**config.mk**
```make
export PLATFORM = sky130hd
export DESIGN_NAME = mux_nto1_pipe
export DESIGN_NICKNAME = d
export VERILOG_FILES = /design/src/rtl/mux_nto1_pipe.sv
export SDC_FILE = /design/constraint.sdc
export NUM_CORES = 1
export LEC_CHECK = 0
export CORE_MARGIN = 2
export CORE_UTILIZATION = 30
export DETAILED_ROUTE_END_ITERATION = 10
export PLACE_DENSITY = 0.8
export SLEW_MARGIN = 20
export SYNTH_ARGS = -nofsm -noshare
export SYNTH_HDL_FRONTEND = slang
export SYNTH_SLANG_ARGS = --single-unit
```
**constraint.sdc**
```tcl
create_clock -name clk -period 1.58 [get_ports clk]
set_clock_uncertainty 0.15 [all_clocks]
set_input_delay 0.237 -clock clk [delete_from_list [all_inputs] [get_ports clk]]
set_output_delay 0.237 -clock clk [all_outputs]
set_load 0.01 [all_outputs]
```
**src/rtl/mux_nto1_pipe.sv**
```systemverilog
// N-to-1 channel multiplexer with a single registered output stage and valid/ready handshakes.
// Optional round-robin scan mode is built only when MUX_NTO1_RR_EN is defined.
module mux_nto1_pipe #(
  parameter int WIDTH = 8,
  parameter int NCH   = 4,
  localparam int SELW = $clog2(NCH)
) (
  input  logic                 clk,
  input  logic                 rst_n,
  input  logic [NCH*WIDTH-1:0] in_data,
  input  logic [NCH-1:0]       in_valid,
  output logic [NCH-1:0]       in_ready,
  input  logic [SELW-1:0]      sel,
  input  logic                 mode,
  output logic [WIDTH-1:0]     out_data,
  output logic                 out_valid,
  input  logic                 out_ready,
  output logic [SELW-1:0]      out_ch
);

  logic [WIDTH-1:0] ch_data [NCH];
  logic [WIDTH-1:0] out_data_q, out_data_d;
  logic [SELW-1:0]  out_ch_q, out_ch_d;
  logic             out_valid_q, out_valid_d;
  logic             load_en;
  logic [SELW-1:0]  grant_idx;
  logic             grant_vld;
  logic             xfer;

  genvar gi;
  generate
    for (gi = 0; gi < NCH; gi++) begin : g_chan
      assign ch_data[gi]  = in_data[gi*WIDTH +: WIDTH];
      assign in_ready[gi] = rst_n && load_en && grant_vld && (grant_idx == SELW'(gi));
    end
  endgenerate

  assign load_en = !out_valid_q || out_ready;
  assign xfer    = in_valid[grant_idx] && in_ready[grant_idx];

`ifdef MUX_NTO1_RR_EN
  logic [SELW-1:0] ptr_q, ptr_d;
  logic [SELW-1:0] cand;

  // Scan from the highest offset down so the lowest offset from ptr wins.
  always_comb begin
    grant_idx = sel;
    grant_vld = 1'b1;
    cand      = '0;
    if (mode) begin
      grant_idx = '0;
      grant_vld = 1'b0;
      for (int i = NCH - 1; i >= 0; i--) begin
        cand = ptr_q + SELW'(i);
        if (in_valid[cand]) begin
          grant_idx = cand;
          grant_vld = 1'b1;
        end
      end
    end
  end

  always_comb begin
    ptr_d = ptr_q;
    if (mode && xfer) begin
      ptr_d = grant_idx + SELW'(1);
    end
  end

  always_ff @(posedge clk or negedge rst_n) begin
    if (!rst_n) begin
      ptr_q <= '0;
    end else begin
      ptr_q <= ptr_d;
    end
  end
`else
  logic unused_mode;
  assign unused_mode = mode;
  assign grant_idx   = sel;
  assign grant_vld   = 1'b1;
`endif

  always_comb begin
    out_data_d  = out_data_q;
    out_ch_d    = out_ch_q;
    out_valid_d = out_valid_q;
    if (xfer) begin
      out_data_d  = ch_data[grant_idx];
      out_ch_d    = grant_idx;
      out_valid_d = 1'b1;
    end else if (out_ready) begin
      out_valid_d = 1'b0;
    end
  end

  always_ff @(posedge clk or negedge rst_n) begin
    if (!rst_n) begin
      out_data_q  <= '0;
      out_ch_q    <= '0;
      out_valid_q <= 1'b0;
    end else begin
      out_data_q  <= out_data_d;
      out_ch_q    <= out_ch_d;
      out_valid_q <= out_valid_d;
    end
  end

  assign out_data  = out_data_q;
  assign out_ch    = out_ch_q;
  assign out_valid = out_valid_q;

endmodule

```
Word level (Yosys, flattened, before mapping):

Cells that the tools add are included.

* eq/ne operators: 3
* bitwise operators: 1
* reductions and logical operators: 10
* magnitude comparators: 2
* multiplexer cells: 9

Operators by type and width (count)
* 8-bit binary-select mux with 2-bit select: 1
* 8-bit 2-to-1 mux: 2
* 1-bit logical AND: 6
* 1-bit binary-select mux with 2-bit select: 2
* 2-bit equality test, second input constant: 2
* 1-bit 2-to-1 mux: 4
* 3-bit greater-or-equal comparator, second input constant: 1
* 2-bit by 3-bit < comparator with 1-bit output, second input constant: 1
* 2-bit NOT with 3-bit output: 1
* 2-bit by 1-bit equality test with 1-bit output, second input constant: 1
* 2-bit zero test: 1
* 2-bit nonzero test: 1
* 1-bit zero test: 1
* 1-bit logical OR: 1

* logic and storage cells: 28
* register bits after elaboration: 11
* output and inout port bits: 15
* input port bits: 42

Logic depth before layout (Yosys ltp):

* depth after elaboration: 8
* depth in mapped cells: 4
* mapped depth without buffers: 3

Worst setup path after synthesis:

OpenSTA, ideal clock, no wires.

* path kind: input to register
* start: in sel[0]
* end: reg out_ch_q[1], in the netlist out_ch[1]
* required time: 1.305 ns
* path buffers: 1
* path slack: -0.040 ns
* cell stages on the path: 4
* arrival time: 1.345 ns
* library setup time: 0.125 ns
* path through: buf_6 > mux4_2 > nand3_4 > mux2_2

* cells in the longest elaborated chain, start to end: 5
* elaborated cells between the ends (all ways): 13
* classes of those cells: eq/ne (3); mux (4); reduce/logical (6)

RTL lines
* start: declaration: line 13 `input logic [SELW-1:0] sel,`
* 2-bit by 1-bit equality test with 1-bit output (tied with other cells): line 34 `assign in_ready[gi] = rst_n && load_en && grant_vld && (grant_idx == SELW'(gi));`
* 1-bit logical AND: line 34
* 1-bit binary-select mux with 2-bit select: line 39 `assign xfer = in_valid[grant_idx] && in_ready[grant_idx];`
* 1-bit 2-to-1 mux (implied by the code): line 39
* 1-bit logical AND (*): line 39
* end signal: assignment: line 104 `out_ch_q <= out_ch_d;`
* end: declaration: line 23 `logic [SELW-1:0] out_ch_q, out_ch_d;`

Every way passes the cells marked *; elsewhere a longest branch is shown, timed or not. The select of a mux whose other input is x is not followed.
A chain may end at the register's enable or synchronous reset.

Final worst setup path:

* start: in sel[1]
* end: reg out_data_q[1], in the netlist out_data[1]

* cells in the longest elaborated chain, start to end: 5
* elaborated cells between the ends (all ways): 17
* classes of those cells: eq/ne (3); mux (7); bitwise (1); reduce/logical (6)

RTL lines
* 2-bit by 1-bit equality test with 1-bit output (tied with other cells): line 34
* 1-bit logical AND: line 34
* 1-bit binary-select mux with 2-bit select: line 39
* 1-bit 2-to-1 mux (implied by the code): line 39
* 1-bit logical AND: line 39
* end signal: assignment: line 103 `out_data_q <= out_data_d;`
* end: declaration: line 22 `logic [WIDTH-1:0] out_data_q, out_data_d;`

Parallel ways exist; a longest one is shown, timed or not. The select of a mux whose other input is x is not followed.

==> impl_summary.txt <==
----------------------------------------------------
[Floorplan]
  Full die area ... roughly 2800 sq um
  Row count ... 17
  Die X-Extent ... 53.1 microns
  Boundary pin count ... 57
  CORE AREA ... approximately 2300 sq um
  Die extent in y ... 53.1 microns
  Initial core utilization ... between 30% and 40%

[Setup path]
  Largest fanout on the critical path ... 9
  Data arrival time of the worst path ... 1.57 ns
  Setup crit end ... out_data[1]$_DFFE_PN0P_
  FF-to-FF End ... out_data[1]$_DFFE_PN0P_
  CP max stage delay ... between 0.4 and 0.5 ns
  Kind of capture point of the worst setup path ... flip-flop
  Cell Chain, Critical Path ... dlygate4sd2_1, mux4_2, nand3_4, mux2_4
  Crit path kind ... primary input to flip-flop
  Beginning of the worst register-to-register path ... out_valid$_DFFE_PN0P_
  CP Data Required Time ... ~1.6 ns
  Reg2reg setup slack ... around 0.19 ns
  Critical Path Source Type ... primary input
  R2R cell count ... 4
  Slowest-stage cell, CP ... mux4_2
  Worst setup path startpoint ... sel[1]

[Routing]
  Remaining number of nets flagged by the antenna check after routing ... 0
  Number of DRC violations after detailed routing ... 0
  Router iterations before antenna repair ... 4
  Iteration-0 DRC Markers ... 6
  Total Wirelength ... roughly 2200 microns
  Total number of vias ... between 600 and 700
  Detailed-route wire length per cell ... 16.0 microns
  Routed via count divided by cell count ... around 4.9

[Synth]
  Cell area after technology mapping ... 723 sq um
  Nets in the synthesized netlist ... 88
  Async set-reset flop share out of synthesis ... 100%
  Number of register bits inferred by synthesis ... 11
  Avg Cell Area, Syn ... approximately 16 sq um
  Total number of yosys warnings ... 0
  Number of cells produced by synthesis ... 46
  Most common flop cell mapped by yosys ... dfrtp_1
  EDFF count, synth ... 0
  Number of distinct library cell variants in the gate-level netlist after synthesis ... 16
  Register area share after synthesis ... 38.1%

[Place]
  Port buffer count ... 55
  Placement-stage worst setup slack ... -0.541 ns
  Placed wire-length estimate after detailed placement ... approximately 1700 microns
  Global placer's final weighted congestion ... 0.736

[STA]
  Share of the clock period used by the worst path ... 99.3%
  Count of final setup violators ... 0
  Setup repair after global routing missed its margin ... true
  Highest achievable clock rate ... between 0.6 and 0.7 GHz
  Slew Viols, Final ... 0
  Worst slew margin ... between 60 and 70%
  Final period demand of the worst path ... between 1.5 and 2 ns
  Setup WS post-layout ... between 0.01 and 0.015 ns
  Transition time at the pin with the least slew margin ... roughly 0.53 ns
  Final Hold Viols ... 0

[Final layout]
  Inserted Diodes ... 0
  Area used by multi-input combinational logic ... between 400 and 500 sq um
  Filler cells ... roughly 200
  Sequential cell area in the final layout ... 275 sq um
  Share of layout cells above drive strength 1 ... 36.7%
  Number of nets in the finished design ... 152
  Area Overhead vs Synth ... 96.2%
  Final core occ ... ~63%

[CTS]
  Buffers inserted by post-CTS timing repair ... 0
  Clock Latency Late Sink ... around 0.26 ns
  Cell chosen for the clock root ... clkbuf_4
  Clk sink count ... 11
  Clock-pin slew on the worst setup and hold paths ... 0.07 ns
  Clock tree from TritonCTS ... built
  H-tree Lvls ... 1
  Buffer levels on the longest clock path ... 2
  Number of buffers inserted during clock tree synthesis ... 3

[Global routing]
  Overflow after GRT ... 0
  Pin count of the biggest net entering global routing ... 16
  Antenna violations before repair ... 0
  Total routing resource utilization after global routing ... around 17%
  First-pass GRT wire length ... about 3300 microns
  Number of global-route vias before repair ... slightly above 700

[Outcome]
  Result of the run ... complete, no violations

[Worst hold path]
  Worst min path class ... primary input to flip-flop
  Hold Path Stages ... 3

[Power]
  Power density relative to cell area ... 757 nW/um^2
  Standby leakage power ... 0.684 nW
  Peak supply drop ... 0.440 mV

[Flow run]
  Maximum capacitance violations ... 0

----------------------------------------------------
[metrics by stage]
step / total power, mW / instances / hold slack, ns / area, sq um / setup TNS (ns)
floorplan: 0.583 / 46 / -0.209 / 723 / -0.135
finish: 1.07 / 137 / 0.262 / 1420 / 0
global placement: 0.866 / 131 / 0.338 / 1320 / -7.18
CTS: 1.11 / 136 / 0.264 / 1390 / 0
detailed placement: 0.878 / 131 / 0.344 / 1320 / -7.39
global route: 1.14 / 137 / 0.292 / 1420 / -0.0728
[synthesized netlist by cell type (2+ instances only)]
master	instances	area [sq um]
mux4_1	2	52.6
buf_6	2	22.5
dfrtp_1	11	275
nand2_1	2	7.51
mux4_2	7	158
nor3b_1	2	15.0
mux2_2	11	124
[where the power goes]
part	internal (mW)	leakage (nW)	total, mW	switching, mW
Combinational	0.324	0.541	0.486	0.162
Sequential	0.354	0.128	0.392	0.0377
Clock	0.0976	0.0150	0.196	0.0982
Total	0.775	0.684	1.07	0.298
[timing repair]
action                     in CTS  in global routing
hold buffers                    0                  1
cloned                          1                  0
hold endpoints to repair        0                 11
gates resized for setup        39                 11
setup endpoints to repair      15                 18
pin swaps                       3                  1
[final cells by class]
class	instances	area share (%)
Sequential cell	11	19.4
Clock buffer	4	1.85
Multi-Input combinational cell	32	34.0
Tap cell	28	2.47
Timing Repair Buffer	62	42.2
[flip-flops by register name, summed over array words and instances (netlist names)]
| register | cells |
|---|---|
| out_valid | 1 |
| out_ch | 2 |
| out_data | 8 |
[cells in the final DEF (no fill, tap or decap), types with 2 or more instances in the layout]
cell type        instances
clkbuf_4                 3
nor3b_2                  2
mux4_2                   7
mux2_2                   6
dlymetal6s2s_1          10
dlygate4sd2_1            8
nand3_4                  2
buf_4                    5
mux2_4                   5
dfrtp_1                 11
clkdlybuf4s50_1         32
buf_2                    4
mux4_1                   2
[worst max-delay path: cells and delay by family]
| family | cells | cell delay, ns |
|---|---|---|
| mux | 2 | 0.76 |
| buf+inv | 1 | 0.41 |
| simple gates | 1 | 0.17 |
[kinds of logic (layout without fill, tap and decap cells)]
| group | count (synthesis) | count (layout) | synth area share (%) |
|---|---|---|---|
| multiplexers | 20 | 20 | 46.2 |
| AND/OR/NAND/NOR | 9 | 10 | 9.00 |
| flip-flops | 11 | 11 | 38.1 |
| buffers and inverters | 4 | 66 | 4.32 |
| AO/OA/AOI/OAI | 2 | 2 | 2.42 |
[per-layer routing]
metal,global-route usage [%],routed length [microns],up-vias,share of wire [%]
met2,30.2,1290,20,59
met4,10.3,27,0,1.2
met1,18.2,774,336,35
li1,-,-,318,-
met3,2.82,93,2,4.2
met5,0,0,-,0
[how the worst min path moves through the flow]
| stage | start | endpoint | slack, ns |
|---|---|---|---|
| final | sel[0] | out_ch[0]$_DFFE_PN0P_ | 0.26 |
| after global routing | sel[0] | out_ch[0]$_DFFE_PN0P_ | 0.29 |
| after CTS | rst_n | out_ch[1]$_DFFE_PN0P_ | 0.26 |
| after detailed placement | out_data[7]$_DFFE_PN0P_ | out_data[7]$_DFFE_PN0P_ | 0.34 |
| after global placement | out_data[4]$_DFFE_PN0P_ | out_data[4]$_DFFE_PN0P_ | 0.34 |
| after floorplan | rst_n | out_ch[0]$_DFFE_PN0P_ | -0.21 |
No activity file was read; power rests on OpenSTA's default activity.
